### src/rtl/counter_cascade_pkg.sv
// Shared constants and helpers for the cascaded modulo counter.
package counter_cascade_pkg;

  localparam int unsigned DEF_STAGES   = 4;
  localparam int unsigned DEF_BIT      = 4;
  localparam int unsigned DEF_BASE     = 10;
  localparam int unsigned DEF_TOP_BASE = 10;

  // Modulus of stage i: the most significant stage may use a different base.
  function automatic int unsigned base_of(input int unsigned i,
                                          input int unsigned stages,
                                          input int unsigned base,
                                          input int unsigned top_base);
    return (i == stages - 1) ? top_base : base;
  endfunction

  // LSB position of stage i inside a packed digit vector.
  function automatic int unsigned digit_lsb(input int unsigned i,
                                            input int unsigned bits);
    return i * bits;
  endfunction

endpackage

### src/rtl/counter_cascade_stage.sv
// One modulo-base digit of the cascade: registered digit plus combinational terminal flag.
module counter_cascade_stage
  import counter_cascade_pkg::*;
#(
  parameter int unsigned P_BIT = DEF_BIT
) (
  input  logic             clk,
  input  logic             reset,
  input  logic             step_in,
  input  logic             up_dw,
  input  logic             clear,
  input  logic             load,
  input  logic [P_BIT-1:0] load_digit,
  input  logic [P_BIT:0]   base,
  output logic [P_BIT-1:0] digit,
  output logic             terminal
);

  localparam int unsigned BASE_W = P_BIT + 1;

  logic [P_BIT-1:0] digit_q;
  logic [P_BIT-1:0] digit_d;
  logic [P_BIT-1:0] max_digit;

  assign max_digit = P_BIT'(base - BASE_W'(1));

  // Out-of-range loaded digits count as terminal when going up so they wrap to 0.
  assign terminal = up_dw ? (digit_q >= max_digit) : (digit_q == '0);

  always_comb begin
    digit_d = digit_q;
    if (clear) begin
      digit_d = '0;
    end else if (load) begin
      digit_d = load_digit;
    end else if (step_in) begin
      if (up_dw) begin
        digit_d = terminal ? '0 : digit_q + P_BIT'(1);
      end else begin
        digit_d = terminal ? max_digit : digit_q - P_BIT'(1);
      end
    end
  end

  always_ff @(posedge clk or posedge reset) begin
    if (reset) begin
      digit_q <= '0;
    end else begin
      digit_q <= digit_d;
    end
  end

  assign digit = digit_q;

endmodule

### src/rtl/counter_cascade.sv
// Multi-digit cascaded modulo up/down counter with clear, parallel load and wrap strobes.
// Define COUNTER_CASCADE_SAT_EN to hold the count at its limit instead of wrapping.
module counter_cascade
  import counter_cascade_pkg::*;
#(
  parameter int unsigned P_STAGES   = DEF_STAGES,
  parameter int unsigned P_BIT      = DEF_BIT,
  parameter int unsigned P_BASE     = DEF_BASE,
  parameter int unsigned P_TOP_BASE = DEF_TOP_BASE
) (
  input  logic                      clk,
  input  logic                      reset,
  input  logic                      enable,
  input  logic                      up_dw,
  input  logic                      clear,
  input  logic                      load,
  input  logic [P_STAGES*P_BIT-1:0] load_value,
  output logic [P_STAGES*P_BIT-1:0] count,
  output logic [P_STAGES-1:0]       stage_carry,
  output logic                      carry
);

  localparam int unsigned BASE_W = P_BIT + 1;

  logic [P_STAGES-1:0] term;
  logic [P_STAGES-1:0] step;
  logic                hold;

`ifdef COUNTER_CASCADE_SAT_EN
  // Every stage would wrap this cycle: freeze the count, keep the strobes.
  assign hold = enable & (&term);
`else
  assign hold = 1'b0;
`endif

  for (genvar i = 0; i < P_STAGES; i++) begin : g_stage
    localparam logic [P_STAGES-1:0] LOW_MASK = P_STAGES'((64'd1 << i) - 64'd1);
    localparam int unsigned         LSB      = digit_lsb(i, P_BIT);

    // Stage i steps when every lower stage is terminal (mask selects stages 0..i-1).
    assign step[i] = enable & (&(term | ~LOW_MASK));

    assign stage_carry[i] = step[i] & term[i] & ~clear & ~load & ~reset;

    counter_cascade_stage #(
      .P_BIT (P_BIT)
    ) u_stage (
      .clk        (clk),
      .reset      (reset),
      .step_in    (step[i] & ~hold),
      .up_dw      (up_dw),
      .clear      (clear),
      .load       (load),
      .load_digit (load_value[LSB +: P_BIT]),
      .base       (BASE_W'(base_of(i, P_STAGES, P_BASE, P_TOP_BASE))),
      .digit      (count[LSB +: P_BIT]),
      .terminal   (term[i])
    );
  end

  assign carry = stage_carry[P_STAGES-1];

endmodule

### config.mk
export PLATFORM = sky130hd
export DESIGN_NAME = counter_cascade
export DESIGN_NICKNAME = d
export VERILOG_FILES = /design/src/rtl/counter_cascade_pkg.sv /design/src/rtl/counter_cascade_stage.sv /design/src/rtl/counter_cascade.sv
export SDC_FILE = /design/constraint.sdc
export NUM_CORES = 1
export LEC_CHECK = 0
export CAP_MARGIN = 20
export CORE_MARGIN = 2
export CORE_UTILIZATION = 50
export DETAILED_ROUTE_END_ITERATION = 10
export DONT_BUFFER_PORTS = 1
export MAX_ROUTING_LAYER = met4
export PLACE_DENSITY_LB_ADDON = 0.08
export SLEW_MARGIN = 10
export SYNTH_ARGS = -nofsm -noshare
export SYNTH_HDL_FRONTEND = slang
export SYNTH_SLANG_ARGS = --single-unit
export TNS_END_PERCENT = 1
### constraint.sdc
create_clock -name clk -period 4.43 [get_ports clk]
set_input_delay 0.443 -clock clk [delete_from_list [all_inputs] [get_ports clk]]
set_output_delay 0.443 -clock clk [all_outputs]
set_load 0.01 [all_outputs]
* After elaboration in Yosys (flattened, before gate mapping)
Index checks and enable logic that the tools add are counted.
** Storage, ports and cells
- Bits of input ports :: 22
- Word-level logic and storage cells :: 75
- Register bits after elaboration :: 16
- Output and inout bits :: 21
** Cells by class
- Bitwise logic cells :: 21
- $lt $le $gt $ge :: 4
- Reduce and logical (&&, ||, !) cells :: 10
- Add/subtract/negate cells :: 8
- Muxes and demuxes :: 28
** Operator list (number)
- two-way mux 4 bit :: 24
- AND 1 bit :: 18
- adder 4 x 1 -> 4 bit, second input constant :: 4
- >= comparator 4 bit, second input constant :: 4
- zero test 4 bit :: 4
- subtractor 4 x 1 -> 4 bit, second input constant :: 4
- nonzero test 3 bit :: 4
- two-way mux 1 bit :: 4
- inverter 1 bit :: 3
- AND reduction 3 bit :: 1
- AND reduction 2 bit :: 1

* Depth between registers and ports, before layout
- Depth in word-level cells :: 8
- Gate-level depth with buffers :: 8
- Depth with buffers taken out :: 7

* Cells and area by module
A second synthesis with hierarchy kept.
** Unflattened totals
- Cell total of the unflattened synthesis :: 289
- Area total of the unflattened synthesis :: 2259.7 sq um
** By module, submodules not included
- counter_cascade_stage :: seq. area each 100.1 sq um, cells an instance 69, times used 4, area each 545.5 sq um
- counter_cascade :: seq. area each 0.0 sq um, cells an instance 13, times used 1, area each 77.6 sq um

* Worst setup path before layout
Ideal clock, no wire load.
- Kind :: reg-to-output
- Start :: reg g_stage[0].u_stage.digit_q[0]
- End :: out stage_carry[3]
- Arrival time :: 2048 ps
- Path slack :: 1939 ps
- Cell stages (with the launch flop) :: 9
- Path through :: dfrtp_1 inv_1 ha_1 or3b_2 a22o_2 nand3_4 nor2_1 and2_1 buf_4
** On the way
- Word-level cells in the longest chain between the ends :: 8
** RTL lines
- start, declared :: line counter_cascade_stage.sv:21 : logic [P_BIT-1:0] digit_q;
- start signal, assigned :: line counter_cascade_stage.sv:49 : digit_q <= digit_d;
- >= comparator 4 bit or zero test 4 bit (tied branches) :: line counter_cascade_stage.sv:28 : assign terminal = up_dw ? (digit_q >= max_digit) : (digit_q == '0);
- two-way mux 1 bit * :: line counter_cascade_stage.sv:28
- AND reduction 3 bit * :: line counter_cascade.sv:41 : assign step[i] = enable & (&(term | ~LOW_MASK));
- AND 1 bit * :: line counter_cascade.sv:41
- AND 1 bit * (4 in a row) :: line counter_cascade.sv:43 : assign stage_carry[i] = step[i] & term[i] & ~clear & ~load & ~reset;
- end, declared :: line counter_cascade.sv:19 : output logic [P_STAGES-1:0] stage_carry,
Every way passes the cells marked *; elsewhere a longest branch is shown, timed or not.

* Worst setup path in the final report
- Start :: reg g_stage[2].u_stage.digit_q[0]
- End :: out stage_carry[3]
** On the way
- Word-level cells in the longest chain between the ends :: 8
** RTL lines (line)
- start, declared :: counter_cascade_stage.sv:21
- start signal, assigned :: counter_cascade_stage.sv:49
- >= comparator 4 bit or zero test 4 bit (tied branches) :: counter_cascade_stage.sv:28
- two-way mux 1 bit * :: counter_cascade_stage.sv:28
- AND reduction 3 bit * :: counter_cascade.sv:41
- AND 1 bit * :: counter_cascade.sv:41
- AND 1 bit * (4 in a row) :: counter_cascade.sv:43
Marks and branches as above.

==> impl_metrics.toml <==
[timing]
setup_viol_count_final = 0
rsz0062_at_grt = "false"
worst_pin_slew_ns = 0.716
skew_ns = 0.00480
hold_violations = 0
period_minus_slack_ns = 2.99
totalNegativeSetupSlack_ns = 0
fmax_ghz = 0.334
setup_ws_ns = 1.44
post-route-period-util = 0.676
max_slew_margin = 0.522
drv_slew = 0
hold_slack_ns = 0.136

[placement]
dpl_worst_slack_ns = 1.77
hpwl_um = 2910
place.gp.congestion = 0.882
io_buffers = 0
place_inst = 224

[detailed_routing]
ant_nets = 0
drc = 0
wl_per_cell_um = 17.6
drt-total-wl_um = 4020
drtPass1Iterations = 4
viasPerCell = 6.35
vias = 1447
drtIter0Drc = 98

[global_route]
grt_max_degree = 31
use_met3 = 0.0490
grt_use_total = 0.244
grt_pass1_wl_um = 6420
grt_pass1_vias = 1329
grt_busiest_layer = "met2"
antenna_found_initial = 0
overflow = 0
met1_usage = 0.308
met2_usage = 0.396

[finish]
diodes = 0
fin_util = 0.539
final_common_cell = "inv_1"
layout-area-overhead-vs-synth_pct = 2.68
fin_cells = 228
final_nets = 221
final_layout_size_suffix_gt1_frac = 0.0815
largest_register_ffs = 16
final_cell_mix = "inv_1 (17), nor2_1 (16), nand2_1 (16), dfrtp_1 (16), ha_1 (14)"

[logic_synthesis]
ys_types = 52
ys_warn_count = 0
syn_area_mm2 = 0.00159
syn-instance-count = 190
synth-seq-area-share = 0.252
synth-main-ff-cell = "dfrtp_1"
synth.ff_latch_count = 16
synth_edf_count = 0
syn-mean-instance-area_um2 = 8.36
syn_nets = 226
ys_async_sr_fraction = 1.00

[clocking]
cts_tree = "yes"
path_clk_slew_ns = 0.11
root_buffer = "clkbuf_4"
ctsHoldBuffers = 0
post_cts_buffers = 0
cts-resized-gates = 0
cts.path.max_buffers = 2
ctsHtreeMaxLevel = 1
insertion_delay_ns = 0.30
cts.sinks = 16
cts_buffers = 3

[setup_path]
crit_chain = "inv_1 > ha_1 > or3b_4 > o22ai_4 > nand3_4 > nor2_1 > and2_1"
crit_buf_inv = 1
crit_required_ns = 3.99
regToRegEndpoint = "g_stage[3].u_stage.digit[2]"
critical-path-top-delay-family = "simple AND/OR/NAND/NOR gates"
r2r_cells = 7
crit_cells = 7
worstSetupEndpointType = "output pin"
worst-path-max-fanout = 9
cp-endpoint = "stage_carry[3]"
cp-start-kind = "register"
startpoint = "g_stage[2].u_stage.digit[0]"
crit_arrival_ns = 2.55
slowest_stage = "dfrtp_1"
crit_type = "register to output pin"
worst-r2r-setup-slack_ns = 1.89
r2r-start = "g_stage[2].u_stage.digit[0]"
crit_path_max_incr_delay_ns = 0.52

[power_and_ir_drop]
clkPwrFrac = 0.257
p_sw_uw = 143
switching_share = 0.357
p_int_uw = 257
ir_drop_uv = 136
powerDensity_mw_per_mm2 = 245
leakage_nw = 0.677
p_seq_frac = 0.462
p_comb_frac = 0.281

[die]
dieHeight_um = 60.4
start_util = 0.525
io_pins = 43
die_x_um = 60.4
fp-row-count = 20
coreArea_mm2 = 0.00303
die_area_mm2 = 0.00365

[run]
cap_violations = 0

[worst_hold_path]
min_path_type = "input port to async pin"

[run_status]
status = "finished, final reports clean"
synth_stat cells, drive strengths merged, types with 2 or more instances:
cell / n / area [um^2]
xor2: 5 / 43.8
mux2i: 4 / 40.0
and3: 2 / 12.5
dfrtp: 16 / 400
a211oi: 2 / 15.0
o21a: 2 / 15.0
inv: 17 / 63.8
nor2: 16 / 60.1
or3b: 3 / 28.8
a21oi: 12 / 60.1
a32oi: 2 / 17.5
nor3b: 2 / 15.0
o221a: 2 / 22.5
o21bai: 2 / 15.0
nor4b: 2 / 23.8
o41ai: 3 / 26.3
a311oi: 3 / 26.3
o311ai: 2 / 17.5
nor3: 2 / 10.0
and2: 2 / 12.5
buf: 2 / 18.8
or4: 2 / 15.0
clkbuf: 8 / 30.0
o22ai: 4 / 38.8
nand3: 7 / 47.6
nand2: 16 / 60.1
o21ai: 11 / 66.3
ha: 14 / 175
o211ai: 5 / 37.5
a221oi: 4 / 35.0
power by group through the flow:
stage | combinational [mW] | clock (mW) | sequential (mW)
after global placement | 0.108 | 0 | 0.186
after detailed placement | 0.112 | 0 | 0.188
after floorplan | 0.103 | 0 | 0.179
final | 0.113 | 0.103 | 0.185
after CTS | 0.112 | 0.105 | 0.185
after global routing | 0.126 | 0.113 | 0.188
how the worst min path moves through the flow:
| stage | startpoint | endpoint | slack (ns) | depth (start not counted) |
|---|---|---|---|---|
| floorplan | reset | g_stage[0].u_stage.digit[0] | 0.36 | 1 |
| global placement | reset | g_stage[1].u_stage.digit[3] | 0.47 | 1 |
| detailed placement | reset | g_stage[1].u_stage.digit[3] | 0.49 | 1 |
| CTS | reset | g_stage[0].u_stage.digit[0] | 0.16 | 1 |
| global route | clear | g_stage[0].u_stage.digit[1] | 0.16 | 1 |
| finish | reset | g_stage[3].u_stage.digit[1] | 0.14 | 1 |
routing by layer:
layer / share of wire / wire length, um
met1: 0.44 / 1760
met2: 0.49 / 1990
met3: 0.059 / 238
met4: 0.0092 / 37
met5: 0 / 0
worst register-to-register path: stages (launching register included):
cell and delay, ns:
dfrtp_1 0.52, inv_1 0.18, ha_1 0.19, or3b_4 0.40, o22ai_4 0.22, nand3_4 0.15, or4_1 0.52, a311oi_1 0.26
stage by stage:
step	cell area, um^2	power, mW
floorplan	1590	0.282
global placement	1600	0.295
detailed placement	1600	0.299
CTS	1630	0.402
global route	1630	0.427
finish	1630	0.400
cell type report:
class                           instances  area [um^2]
Clock buffer                            4         36.3
Fill cell                             305         1400
Inverter                               18         67.6
Multi-Input combinational cell        146         1070
Sequential cell                        16          400
Tap cell                               44         55.1
cells by family after synthesis:
group	synth area share
xor+xnor	0.0331
compound gates	0.287
mux	0.0323
fa+ha+maj	0.110
simple gates	0.213
buf+inv	0.0732
flops	0.252
No activity file was read; power rests on OpenSTA's default activity.
